## config.mk

```make
export PLATFORM = sky130hd
export DESIGN_NAME = striping_flat
export DESIGN_NICKNAME = d
export VERILOG_FILES = /design/src/rtl/striping_if.sv /design/src/rtl/striping.sv /design/src/flat_wrapper.sv
export SDC_FILE = /design/constraint.sdc
export NUM_CORES = 1
export LEC_CHECK = 0
export CORE_MARGIN = 2
export CORE_UTILIZATION = 45
export DETAILED_ROUTE_END_ITERATION = 6
export PLACE_DENSITY_LB_ADDON = 0.12
export SETUP_SLACK_MARGIN = 0.1
export SYNTH_ARGS = -nofsm -noshare
export SYNTH_HDL_FRONTEND = slang
export SYNTH_SLANG_ARGS = --single-unit
```

## constraint.sdc

```tcl
create_clock -name clk_2f -period 6.2 [get_ports clk_2f]
set_input_delay 1.24 -clock clk_2f [delete_from_list [all_inputs] [get_ports clk_2f]]
set_output_delay 1.24 -clock clk_2f [all_outputs]
set_load 0.02 [all_outputs]
```

## src/rtl/striping_if.sv

```systemverilog
// Source-to-striper bundle: one input word stream in, two half-rate lanes
// plus phase, pair strobe and per-lane word counters out.
interface striping_if #(
  parameter int DATA_W = 32,
  parameter int CNT_W  = 16
);
  logic [DATA_W-1:0] data_in;
  logic              valid_in;
  logic              clear_cnt;
  logic [DATA_W-1:0] lane_0;
  logic              valid_0;
  logic [DATA_W-1:0] lane_1;
  logic              valid_1;
  logic              selector;
  logic              lane_strobe;
  logic [CNT_W-1:0]  count_0;
  logic [CNT_W-1:0]  count_1;

  modport master (
    output data_in, valid_in, clear_cnt,
    input  lane_0, valid_0, lane_1, valid_1, selector, lane_strobe,
           count_0, count_1
  );

  modport slave (
    input  data_in, valid_in, clear_cnt,
    output lane_0, valid_0, lane_1, valid_1, selector, lane_strobe,
           count_0, count_1
  );
endinterface

```

## src/rtl/striping.sv

```systemverilog
// Two-lane striper: alternate clk_2f slots go to lane_0 (even) and lane_1 (odd),
// each lane word held two cycles, with per-lane valid-word counters.
module striping #(
  parameter int DATA_W = 32,
  parameter int CNT_W  = 16
) (
  input  logic      clk_2f,
  input  logic      reset,
  striping_if.slave bus
);

  typedef enum logic {
    EVEN = 1'b0,
    ODD  = 1'b1
  } phase_t;

  phase_t state_reg, state_next;
  logic   strobe_reg, strobe_next;

  logic [2*DATA_W-1:0] lane_flat;
  logic [1:0]          valid_flat;
  logic [2*CNT_W-1:0]  count_flat;

  always_ff @(posedge clk_2f or posedge reset) begin
    if (reset) begin
      state_reg  <= EVEN;
      strobe_reg <= 1'b0;
    end else begin
      state_reg  <= state_next;
      strobe_reg <= strobe_next;
    end
  end

  // The phase never waits on valid_in so it stays locked to the receiver.
  always_comb begin
    state_next  = EVEN;
    strobe_next = 1'b0;
    case (state_reg)
      EVEN: begin
        state_next  = ODD;
        strobe_next = 1'b0;
      end
      ODD: begin
        state_next  = EVEN;
        strobe_next = 1'b1;
      end
    endcase
  end

  for (genvar gi = 0; gi < 2; gi++) begin : g_lane
    logic [DATA_W-1:0] lane_reg, lane_next;
    logic              valid_reg, valid_next;
    logic [CNT_W-1:0]  count_reg, count_next;
    logic              slot_hit;

    assign slot_hit = (state_reg == ((gi == 0) ? EVEN : ODD));

    always_comb begin
      lane_next  = lane_reg;
      valid_next = valid_reg;
      count_next = count_reg;
      if (slot_hit) begin
        lane_next  = bus.valid_in ? bus.data_in : '0;
        valid_next = bus.valid_in;
      end
      // Clear wins over a same-cycle increment.
      if (bus.clear_cnt) begin
        count_next = '0;
      end else if (slot_hit && bus.valid_in) begin
        count_next = count_reg + 1'b1;
      end
    end

    always_ff @(posedge clk_2f or posedge reset) begin
      if (reset) begin
        lane_reg  <= '0;
        valid_reg <= 1'b0;
        count_reg <= '0;
      end else begin
        lane_reg  <= lane_next;
        valid_reg <= valid_next;
        count_reg <= count_next;
      end
    end

    assign lane_flat[gi*DATA_W +: DATA_W] = lane_reg;
    assign valid_flat[gi]                 = valid_reg;
    assign count_flat[gi*CNT_W +: CNT_W]  = count_reg;
  end

  assign bus.lane_0      = lane_flat[DATA_W-1:0];
  assign bus.lane_1      = lane_flat[2*DATA_W-1:DATA_W];
  assign bus.valid_0     = valid_flat[0];
  assign bus.valid_1     = valid_flat[1];
  assign bus.count_0     = count_flat[CNT_W-1:0];
  assign bus.count_1     = count_flat[2*CNT_W-1:CNT_W];
  assign bus.selector    = (state_reg == ODD);
  assign bus.lane_strobe = strobe_reg;

endmodule

```

## src/flat_wrapper.sv

```systemverilog
// flat-port wrapper written by rule: the top's interface ports become plain ports
module striping_flat 
#(
  parameter int DATA_W = 32,
  parameter int CNT_W  = 16
)
  (clk_2f, reset, bus_data_in, bus_valid_in, bus_clear_cnt, bus_lane_0, bus_valid_0, bus_lane_1, bus_valid_1, bus_selector, bus_lane_strobe, bus_count_0, bus_count_1);
  striping_if #(.DATA_W(DATA_W), .CNT_W(CNT_W)) bus_i ();
  input  logic clk_2f;
  input  logic reset;
  input wire logic [$bits(bus_i.data_in)-1:0] bus_data_in;
  input wire logic [$bits(bus_i.valid_in)-1:0] bus_valid_in;
  input wire logic [$bits(bus_i.clear_cnt)-1:0] bus_clear_cnt;
  output wire logic [$bits(bus_i.lane_0)-1:0] bus_lane_0;
  output wire logic [$bits(bus_i.valid_0)-1:0] bus_valid_0;
  output wire logic [$bits(bus_i.lane_1)-1:0] bus_lane_1;
  output wire logic [$bits(bus_i.valid_1)-1:0] bus_valid_1;
  output wire logic [$bits(bus_i.selector)-1:0] bus_selector;
  output wire logic [$bits(bus_i.lane_strobe)-1:0] bus_lane_strobe;
  output wire logic [$bits(bus_i.count_0)-1:0] bus_count_0;
  output wire logic [$bits(bus_i.count_1)-1:0] bus_count_1;
  assign bus_i.data_in = bus_data_in;
  assign bus_i.valid_in = bus_valid_in;
  assign bus_i.clear_cnt = bus_clear_cnt;
  assign bus_lane_0 = bus_i.lane_0;
  assign bus_valid_0 = bus_i.valid_0;
  assign bus_lane_1 = bus_i.lane_1;
  assign bus_valid_1 = bus_i.valid_1;
  assign bus_selector = bus_i.selector;
  assign bus_lane_strobe = bus_i.lane_strobe;
  assign bus_count_0 = bus_i.count_0;
  assign bus_count_1 = bus_i.count_1;
  striping #(.DATA_W(DATA_W), .CNT_W(CNT_W)) u_core (.clk_2f(clk_2f), .reset(reset), .bus(bus_i));
endmodule
```

Yosys cells after proc, flatten, opt, wreduce, memory -nomap -nowiden
Index checks and enable logic that the tools add are counted.
W data, S select, Z words.

storage, ports and cells
  bits in registers = 100
  input port bits = 36
  output and inout port bits = 100
  logic and storage cells = 22

cells by class
  add/subtract/negate cells = 2
  mux-type cells = 7
  bitwise logic cells = 1
  reductions and logical operators = 4

operators by type and width
  kind                     number
  $mux W16                 4
  $add A16 B1 Y16 const B  2
  $mux W32                 1
  $pmux W1 S2              2
  $reduce_bool A2 Y1       2
  $logic_and A1 B1 Y1      2
  $not A1 Y1               1

Logic depth before layout (Yosys ltp)
  word-level depth = 4
  mapped depth = 6
  mapped depth without buffers = 5

Least setup slack after synthesis
No wires, ideal clock.

  path kind = input -> register
  start = input port bus_valid_in
  end = register u_core.g_lane[0].count_reg[11] (netlist: u_core.bus.count_0[11])
  library setup time = 0.127 ns
  arrival time = 2.248 ns
  required time = 6.073 ns
  path slack = 3.825 ns
  cell stages on the path = 5
  path buffers = 1
  cells stage by stage = buf_2 nand3b_4 and4bb_2 nand3_1 mux2_1

between the ends
  longest elaborated chain between the ends = 2

RTL lines
  what                                 line                text
  from (decl)                          flat_wrapper.sv:12  input wire logic [$bits(bus_i.valid_in)-1:0] bus_valid_in;
  $logic_and A1 B1 Y1                  striping.sv:69      end else if (slot_hit && bus.valid_in) begin
  $reduce_bool A2 Y1 (no source line)  n/a
  to (signal assigned)                 striping.sv:82      count_reg <= count_next;
  to (decl)                            striping.sv:53      logic [CNT_W-1:0] count_reg, count_next;

No other way between the ends.
A chain may end at the register's enable or synchronous reset.

Final worst setup path
  start = input port bus_valid_in
  end = register u_core.g_lane[0].count_reg[14] (netlist: u_core.bus.count_0[14])

Same word-level chain as after synthesis.

==> flow_metrics.py <==
metrics = {
    "outcome": {
        "status": "finished clean",
    },
    "critical_path": {
        "cp-start-kind": "primary input",
        "r2r_cells": 5,
        "cp_data_required_time_ps": 6450,
        "worstReg2RegStart": "u_core.bus.selector",
        "r2r_slack_ps": 3910,
        "r2r_end": "u_core.bus.count_1[15]",
        "path_max_fanout": 38,
        "cp_data_arrival_time_ps": 3150,
        "worst-setup-path-type": "in2reg",
        "end_kind": "flip-flop",
    },
    "floorplan": {
        "dieArea_um2": 9908,
        "start_util_pct": 46.65,
        "rows": 34,
        "core-area_um2": 8806,
        "die_x_um": 99.54,
        "die_h_um": 99.54,
        "ios": 136,
    },
    "cts": {
        "cts-root-buf": "clkbuf_8",
        "clkTransAtPathRegs_ps": 100,
        "clock_sinks": 100,
        "cts_tree": "yes",
        "cts.repair.resized": 0,
        "clkLatencyLatePin_ps": 360,
        "cts_setup_buffers": 0,
        "clk_path_buf_depth": 2,
        "cts_hold_buf": 0,
        "htreeDepth": 3,
        "cts_buffers": 9,
    },
    "logic_synthesis": {
        "avgSynthCellArea_um2": 9.970,
        "syn_area_um2": 4108,
        "synth_adder_area_share_pct": 0.6092,
        "ys_seq_area_share_pct": 60.92,
        "synthSimpleGateAreaFrac_pct": 20.04,
        "synth_top_family_by_area": "simple AND/OR/NAND/NOR gates",
        "synth_compound_area_share_pct": 9.869,
        "synth_fp_nets": 450,
        "synth_edf_count": 0,
        "synth-main-ff-cell": "dfrtp_1",
        "synth_async_sr_flop_share_pct": 100.0,
        "ys_ff_latch": 100,
        "syn_inst": 412,
        "synth.area.mux_share_pct": 1.340,
        "synthXorXnorAreaFrac_pct": 4.051,
        "ys_warn_count": 0,
        "yosysUniqueCellTypes": 32,
    },
    "sta": {
        "setup_violations": 0,
        "fmax_mhz": 345.1,
        "worst_pin_slew_ps": 680.2,
        "setup_tns_ps": 0,
        "finClkSkew_ps": 9.576,
        "slew_viol_final": 0,
        "period_needed_ps": 2898,
        "finalHoldViolations": 0,
        "slew_headroom_pct": 54.65,
        "post-route-period-util_pct": 46.74,
        "rsz0062_at_grt": "false",
    },
    "placed_design": {
        "hpwl_mm": 6.493,
        "io_buffer_count": 135,
        "dp.cells": 636,
        "place.gp.congestion": 0.7849,
    },
    "run": {
        "maxCapViolations": 0,
    },
    "final_layout": {
        "utilization_pct": 64.93,
        "antenna_cells": 0,
        "final_cell_mix": "135 x clkdlybuf4s50_1, 108 x nand2_1, 99 x dfrtp_1",
        "nNetsFinal": 577,
        "syn_to_final_growth_pct": 39.20,
        "final_common_cell": "clkdlybuf4s50_1",
        "instances_no_fill": 652,
        "drive_above_1_share_pct": 4.963,
        "nFillCells": 719,
    },
    "detailed_routing": {
        "wl_per_cell_um": 14.73,
        "wirelength_mm": 9.606,
        "drc": 0,
        "drtPass1Iterations": 4,
        "routed_via_density": 5.130,
        "drtAntennaViolNets": 0,
        "drt_iter0_drc": 120,
        "vias": 3345,
    },
    "global_route": {
        "grt_first_pass_wirelength_mm": 15.95,
        "gr-total-overflow": 0,
        "grt_start_max_net_pins": 76,
        "grt_pass1_vias": 3280,
        "antenna_found_initial": 0,
        "track_usage_pct": 20.05,
    },
    "worst_hold_path": {
        "worstHoldPathType": "reg2reg",
        "hold_depth": 2,
        "whs_endpoint": "u_core.bus.lane_0[28]",
        "min-delay-start": "u_core.bus.lane_0[28]",
    },
    "power": {
        "ir_drop_mv": 0.1535,
        "power_density_nw_per_um2": 218.9,
        "p_total_uw": 1251,
        "power_leakage_uw": 0.002513,
    },
}
## worst max-delay path: stages
cell and delay, ps:
clkdlybuf4s50_1 490, buf_4 410, and4b_1 360, nand2_1 110
and3b_1 220, mux2_1 310
## report_power, final
group / total, uW / leakage, uW / switching [uW] / internal (uW)
sequential: 690 / 0.00132 / 14.9 / 675
combinational: 146 / 0.00110 / 76.8 / 68.9
clock: 416 / 0.000100 / 226 / 190
total: 1250 / 0.00251 / 318 / 933
## per-layer routing
metal,routed length (um),track usage [%],share of wire [%],up-vias
li1,-,-,-,1630
met1,4063,25.71,42,1595
met2,4641,32.22,48,112
met3,828,7.941,8.6,8
met4,73,4.742,0.76,0
met5,0,0,0,-
## synth_stat cells (2+ instances only)
library cell / instances / area [um^2]
xnor2_1: 4 / 35.03
ha_1: 2 / 25.02
dfrtp_1: 100 / 2502
nand4_1: 9 / 56.30
a21oi_1: 7 / 35.03
and4_1: 2 / 17.52
buf_6: 3 / 33.78
or4_1: 2 / 15.01
nand2_1: 108 / 405.4
inv_1: 4 / 15.01
buf_2: 2 / 10.01
or3_1: 5 / 31.28
and3_1: 5 / 31.28
clkbuf_1: 18 / 67.56
nor2b_1: 6 / 37.54
o21ai_0: 71 / 355.3
nor3_1: 2 / 10.01
nand3_1: 8 / 40.04
mux2_1: 4 / 45.04
nor2_1: 24 / 90.09
xor2_1: 15 / 131.4
## state kept, by name, indices dropped and copies added, names as in the netlist
signal                  count
u_core.bus.lane_0          32
u_core.bus.lane_1          32
u_core.bus.count_0         16
u_core.bus.count_1         16
u_core.bus.lane_strobe      1
u_core.bus.selector         1
u_core.bus.valid_0          1
u_core.bus.valid_1          1
## per-stage QoR
step	setup WS [ps]	hold slack, ps	instance area, um^2
2_1_floorplan	2341	519.6	4108
3_3_place_gp	2941	464.3	5520
3_5_place_dp	2917	472.2	5520
4_1_cts	3301	495.8	5718
5_1_grt	3188	515.3	5718
6_report	3302	489.4	5718
## cells by family (layout without fill, tap and decap cells)
kind of cell             after synthesis  in the layout
AND/OR/NAND/NOR                      178            178
flip-flops                           100            100
AO/OA/AOI/OAI                         80             80
buffers and inverters                 28            160
XOR/XNOR                              19             19
multiplexers                           5              5
adder cells (fa/ha/maj)                2              2
## final cells by class
class	instances	area (um^2)	share of cell area [%]
clock inverters	7	73.82	1.291
flip-flops and latches	100	2504	43.79
well taps	108	135.1	2.363
clock buffers	9	123.9	2.166
repair buffers	140	1389	24.29
inverters	4	17.52	0.3063
multi-input cells	284	1475	25.80
## worst max path at each step
stage          cells after the start  slack (ps)    startpoint                      to
6_report                           6        3300  bus_valid_in  u_core.bus.count_0[14]
5_1_grt                            6        3190  bus_valid_in  u_core.bus.count_0[14]
4_1_cts                            6        3300  bus_valid_in  u_core.bus.count_0[14]
3_5_place_dp                       6        2920  bus_valid_in  u_core.bus.count_0[14]
3_3_place_gp                       6        2940  bus_valid_in  u_core.bus.count_0[14]
2_1_floorplan                      1        2340         reset   u_core.bus.count_0[0]
No activity file was read; power rests on OpenSTA's default activity.
